[src/rtl/tx_frame_ctrl.sv]
// Transmit frame controller: one-deep holding buffer, 11-bit UART frame builder,
// and load/shift-enable strobe generation for the downstream PISO shift register.
module tx_frame_ctrl #(
  parameter int CNT_W = 16
) (
  input  logic             Clk,
  input  logic             Rst,
  input  logic             wr,
  input  logic [7:0]       din,
  input  logic             eight,
  input  logic             pen,
  input  logic             ohel,
  input  logic [CNT_W-1:0] baud_k,
  input  logic             clr_ovr,
  output logic             ld,
  output logic             sh_en,
  output logic [10:0]      frame_out,
  output logic             ser_fill,
  output logic             tx_rdy,
  output logic             tx_done,
  output logic             busy,
  output logic             ovr
);

  // state | meaning
  // INIT  | first cycle out of reset, load all-ones so the line idles at mark
  // IDLE  | waiting for the holding buffer to fill
  // LOAD  | one-cycle load of the built frame, buffer released
  // SHIFT | 11 bit periods of k cycles, one sh_en per period
  typedef enum logic [1:0] {INIT, IDLE, LOAD, SHIFT} state_t;

  state_t           state, state_nxt;
  logic [CNT_W-1:0] timer;
  logic [CNT_W-1:0] k_m1;
  logic [3:0]       bitcnt;
  logic [7:0]       hold;
  logic [10:0]      frame_q;
  logic [10:0]      frame_new;
  logic             par;
  logic             tc;

  assign ser_fill = 1'b1;

  always_comb begin
    k_m1      = (baud_k == '0) ? '0 : baud_k - CNT_W'(1);
    tc        = (timer == k_m1);
    par       = 1'b1;
    if (pen) par = (eight ? ^hold : ^hold[6:0]) ^ ohel;
    frame_new = eight ? {1'b1, par, hold, 1'b0}
                      : {2'b11, par, hold[6:0], 1'b0};
  end

  always_ff @(posedge Clk or posedge Rst) begin
    if (Rst) state <= INIT;
    else     state <= state_nxt;
  end

  always_comb begin
    state_nxt = state;
    ld        = 1'b0;
    sh_en     = 1'b0;
    tx_done   = 1'b0;
    busy      = 1'b0;
    frame_out = frame_q;
    case (state)
      INIT: begin
        // INIT is also the reset state; keep ld quiet while reset is held
        ld        = ~Rst;
        frame_out = 11'h7FF;
        state_nxt = IDLE;
      end
      IDLE: begin
        if (!tx_rdy) state_nxt = LOAD;
      end
      LOAD: begin
        ld        = 1'b1;
        busy      = 1'b1;
        frame_out = frame_new;
        state_nxt = SHIFT;
      end
      SHIFT: begin
        busy = 1'b1;
        if (tc) begin
          sh_en = 1'b1;
          if (bitcnt == 4'd10) begin
            tx_done   = 1'b1;
            state_nxt = IDLE;
          end
        end
      end
      default: state_nxt = INIT;
    endcase
  end

  always_ff @(posedge Clk or posedge Rst) begin
    if (Rst) begin
      timer   <= '0;
      bitcnt  <= '0;
      frame_q <= 11'h7FF;
    end else begin
      frame_q <= frame_out;
      if (state == LOAD) begin
        timer  <= '0;
        bitcnt <= '0;
      end else if (state == SHIFT) begin
        if (tc) begin
          timer  <= '0;
          bitcnt <= bitcnt + 4'd1;
        end else begin
          timer <= timer + CNT_W'(1);
        end
      end
    end
  end

  // LOAD always sees tx_rdy=0, so a write there falls into the overrun branch
  always_ff @(posedge Clk or posedge Rst) begin
    if (Rst) begin
      hold   <= '0;
      tx_rdy <= 1'b1;
      ovr    <= 1'b0;
    end else begin
      if (wr && tx_rdy) begin
        hold   <= din;
        tx_rdy <= 1'b0;
      end else if (state == LOAD) begin
        tx_rdy <= 1'b1;
      end
      if (wr && !tx_rdy)  ovr <= 1'b1;
      else if (clr_ovr)   ovr <= 1'b0;
    end
  end

endmodule

[config.mk]
export PLATFORM = sky130hd
export DESIGN_NAME = tx_frame_ctrl
export DESIGN_NICKNAME = d
export VERILOG_FILES = /design/src/rtl/tx_frame_ctrl.sv
export SDC_FILE = /design/constraint.sdc
export NUM_CORES = 1
export LEC_CHECK = 0
export CORE_MARGIN = 2
export CORE_UTILIZATION = 45
export CTS_CLUSTER_DIAMETER = 40
export DETAILED_ROUTE_END_ITERATION = 6
export PLACE_DENSITY = 0.69
export SLEW_MARGIN = 20
export SYNTH_ARGS = -nofsm -noshare
export SYNTH_HDL_FRONTEND = slang
export SYNTH_SLANG_ARGS = --single-unit
[constraint.sdc]
create_clock -name Clk -period 11 [get_ports Clk]
set_clock_uncertainty 0.2 [all_clocks]
set_input_delay 3.3 -clock Clk [delete_from_list [all_inputs] [get_ports Clk]]
set_output_delay 3.3 -clock Clk [all_outputs]
set_load 0.01 [all_outputs]
Word-level counts from Yosys, hierarchy flattened
Cells that the tools add are included.
W data, S select, Z words.
Word-level totals
  bits in registers: 43
  output and inout bits: 18
  word-level logic and storage cells: 60
  bits of input ports: 31
Cells by class
  mux-type cells: 26
  bitwise logic cells: 2
  add/subtract/negate cells: 3
  reductions and logical operators: 14
  eq/ne operators: 8
Operator list (number)
  $mux W16: 4
  $pmux W11 S2: 1
  $add A16 B1 Y16 const B: 1
  $eq A16 B16 Y1: 1
  $logic_not A16 Y1: 1
  $sub A16 B1 Y16 const B: 1
  $mux W1: 12
  $mux W4: 3
  $mux W10: 1
  $pmux W2 S4: 1
  $reduce_bool A2 Y1: 4
  $reduce_xor A8 Y1: 1
  $reduce_xor A7 Y1: 1
  $mux W2: 3
  $ne A2 B2 Y1 const B: 3
  $add A4 B1 Y4 const B: 1
  $eq A2 B2 Y1 const B: 2
  $eq A4 B4 Y1 const B: 1
  $reduce_and A3 Y1: 1
  $eq A2 B1 Y1 const B: 1
  $logic_and A1 B1 Y1: 2
  $logic_not A2 Y1: 1
  $pmux W1 S2: 1
  $reduce_and A2 Y1: 1
  4 further kinds: 4

Depth between registers and ports, before layout
  depth in word-level cells: 6
  gate-level depth with buffers: 13
  depth with buffers taken out: 10

Worst setup path before layout
No wires, ideal clock.
  path type: input port to output port
  from: input baud_k[12]
  to: output tx_done
  slack: 1497 ps
  required time: 7500 ps
  path buffers: 2
  arrival time: 6003 ps
  cell stages on the path: 9
  cells stage by stage: buf_4 > or4_4 > nor4_4 > a21oi_1 > o32a_1 > nand4bb_1 > or4_1 > buf_2 > nor4_1
Between the ends
  cells in the longest elaborated chain, start to end: 5
  elaborated cells between the ends (all ways): 6
  those cells by class: add/sub: 1; eq/ne: 1; mux: 3; reduce/logical: 1
RTL lines
  start: declaration: line 13  | input logic [CNT_W-1:0] baud_k,
  $sub A16 B1 Y16 or $logic_not A16 Y1 (tied branches): line 45  | k_m1 = (baud_k == '0) ? '0 : baud_k - CNT_W'(1);
  $mux W16 *: line 45
  $eq A16 B16 Y1 *: line 46  | tc = (timer == k_m1);
  $mux W1 *: line 83  | if (tc) begin
  $mux W1 *: line 65  | case (state)
  end: declaration: line 20  | output logic tx_done,
Mark *: on every way between the ends. The rest lies on a longest branch, timed or not.

Worst setup path in the final report
  from: input baud_k[4]
  to: output tx_done
Same word-level chain as after synthesis.

==> impl_metrics.py <==
metrics = {
    "detailed_routing": {
        "drt-total-wl_um": 7710,
        "drtIter0Drc": 196,
        "drc": 0,
        "via_per_inst": 5.82,
        "postRouteAntennaNets": 0,
        "wl_per_cell_um": 15.7,
        "num_vias": 2857,
        "firstDrtPassIters": 6,
    },
    "synthesis": {
        "ys_top_cells_by_area": "dfrtp_1, dfstp_2, xor2_1",
        "ys_ff_latch": 43,
        "yosysWarnings": 0,
        "post-synth-top-area-cell": "dfrtp_1",
        "synth_nets": 396,
        "synth_edf_count": 0,
        "synth_common_cells": "dfrtp_1, nand2_1, nor3_1",
        "synth_top_area_share_pct": 24.4,
        "syn_area_per_cell_um2": 8.91,
        "synth_top_flop_cell": "dfrtp_1",
        "syn_area_um2": 3180,
        "synth_cell_types": 65,
        "synth_most_common_cell": "dfrtp_1",
        "async_reset_ff_share_pct": 100,
        "synth_seq_area_share_pct": 34.3,
        "syn_inst": 357,
    },
    "sta": {
        "tns_ns": 0,
        "rsz0062_at_grt": "no",
        "finalCritPeriodShare_pct": 96.1,
        "slew_violations": 0,
        "slew_headroom_pct": 40.1,
        "hold_viol_final": 0,
        "finalSetupViolations": 0,
        "period_minus_slack_ns": 10.57,
        "clock.fmax_ghz": 0.0946,
        "tightestPinTransition_ns": 0.892,
    },
    "floorplan": {
        "initial_core_util_pct": 46.6,
        "core_area_um2": 6830,
        "die_h_um": 88.1,
        "die_x_um": 88.1,
        "die-area_um2": 7760,
        "io_pins": 49,
        "rows": 30,
    },
    "run_status": {
        "status": "finished clean",
    },
    "clock_network": {
        "clock-sinks": 43,
        "clk_pin_slew_worst_paths_ns": 0.08,
        "cts_max_path_buffers": 2,
        "cts_resized": 0,
        "cts_buffers": 5,
        "post-cts-setup-buffers": 0,
        "cts_tree": "built",
        "clock_latency_ns": 0.29,
        "ctsHoldBuffers": 0,
        "cts_htree_levels": 2,
        "root_buffer": "clkbuf_8",
    },
    "power_and_ir_drop": {
        "vdd_drop_max_mv": 0.0911,
        "leakagePower_nw": 1.57,
        "p_per_area_nw_per_um2": 127,
    },
    "grt": {
        "grt_max_degree": 45,
        "antenna_found_initial": 0,
        "gr-total-overflow": 0,
        "track_usage_pct": 21.1,
        "grt_pass1_wl_um": 13000,
        "grt_pass1_vias": 2715,
    },
    "critical_path": {
        "path_max_fanout": 9,
        "required_ns": 7.50,
        "cp.arrival_ns": 7.07,
        "start_kind": "primary input",
        "crit_type": "in -> out",
        "worstSetupEndpointType": "output pin",
    },
    "cells_and_area": {
        "drive_above_1_share_pct": 13.2,
        "n_fill_cell": 661,
        "fin_cells": 491,
        "final_nets": 433,
        "antenna-diode-count": 0,
        "syn_to_final_growth_pct": 18.9,
    },
    "placement": {
        "portBuffers": 47,
        "dp_hpwl_um": 5730,
        "place_inst": 483,
        "gp_congestion": 0.895,
    },
    "worst_hold_path": {
        "hold_class": "reg -> reg",
    },
    "flow_run": {
        "maxCapViolations": 0,
    },
}
## placed cells by master, fill, tap and decap left out, types with 7 or more instances in the layout
cell type        count
a211o_1              7
a21oi_1             14
a31oi_1              7
and2_1               7
and3_1              10
buf_4                8
clkdlybuf4s50_1     47
dfrtp_1             31
dfstp_2             12
ha_1                 8
inv_1               15
mux2_2               8
nand2_1             27
nand3_1              7
nand4_1             12
nor2_1              12
nor3_1              19
nor4_1              13
o21ai_0              9
o22ai_1              9
o31ai_1              8
xnor2_1             14
xor2_1              16
## area by class of cell
cell class	instances	area [um2]	area share, %
well taps	96	120	3.18
repair buffers	55	531	14.0
clock buffers	6	72.6	1.92
clock inverters	2	12.5	0.331
flip-flops and latches	43	1090	28.8
multi-input cells	274	1900	50.2
inverters	15	56.3	1.49
## per-stage QoR
| stage | worst slack (ns) | utilization (%) | hold slack, ns | power (mW) | area [um2] |
|---|---|---|---|---|---|
| final | 0.428 | 55.4 | 0.325 | 0.479 | 3780 |
| after global routing | 0.240 | 55.4 | 0.360 | 0.513 | 3780 |
| after CTS | 0.408 | 55.4 | 0.333 | 0.483 | 3780 |
| after detailed placement | 0.421 | 54.1 | 0.317 | 0.380 | 3700 |
| after global placement | 0.448 | 54.1 | 0.320 | 0.376 | 3700 |
| after floorplan | 1.50 | - | 0.302 | 0.337 | 3180 |
## layer usage
metal	track usage, %	share of wire [%]	vias to the layer above
li1	-	-	1405
met1	29.9	47	1372
met2	33.5	47	76
met3	4.52	5.3	4
met4	4.13	0.74	0
met5	0	0	-
## sequential cells by signal, summed over array words and instances (netlist names)
signal / count
bitcnt: 4
frame_q: 11
hold: 8
ovr: 1
state: 2
timer: 16
tx_rdy: 1
## final timing paths
| path | start | end | slack, ns | cells after the start |
|---|---|---|---|---|
| worst min-delay path | ovr | ovr | 0.33 | 2 |
| max in group asynchronous | Rst | frame_q[8] | 6.95 | 3 |
| worst min register to register | ovr | ovr | 0.33 | 2 |
| min in group asynchronous | Rst | timer[8] | 3.26 | 3 |
| worst max-delay path | baud_k[4] | tx_done | 0.43 | 9 |
| worst max register to register | timer[6] | state[1] | 7.92 | 7 |
## cells by family (layout without fill, tap and decap cells)
logic type	Yosys count	count (layout)	share of synthesized area (%)
XOR/XNOR	30	30	8.26
other	1	1	0.118
AO/OA/AOI/OAI	81	81	17.7
buffers and inverters	40	78	6.02
multiplexers	11	11	3.78
AND/OR/NAND/NOR	143	143	26.7
flip-flops	43	43	34.3
adder cells (fa/ha/maj)	8	8	3.15
## power by group
group	switching (mW)	internal, mW
Sequential	0.0292	0.182
Clock	0.0565	0.0445
Combinational	0.0778	0.0889
## critical path, cell delays in order
cell	delay, ns
clkdlybuf4s50_1	0.52
or4_1	0.73
or3_4	0.41
xor2_1	0.23
a21oi_2	0.09
o32a_1	0.32
or4_1	0.52
nor4_1	0.35
clkdlybuf4s50_1	0.61
No activity file was read; power rests on OpenSTA's default activity.
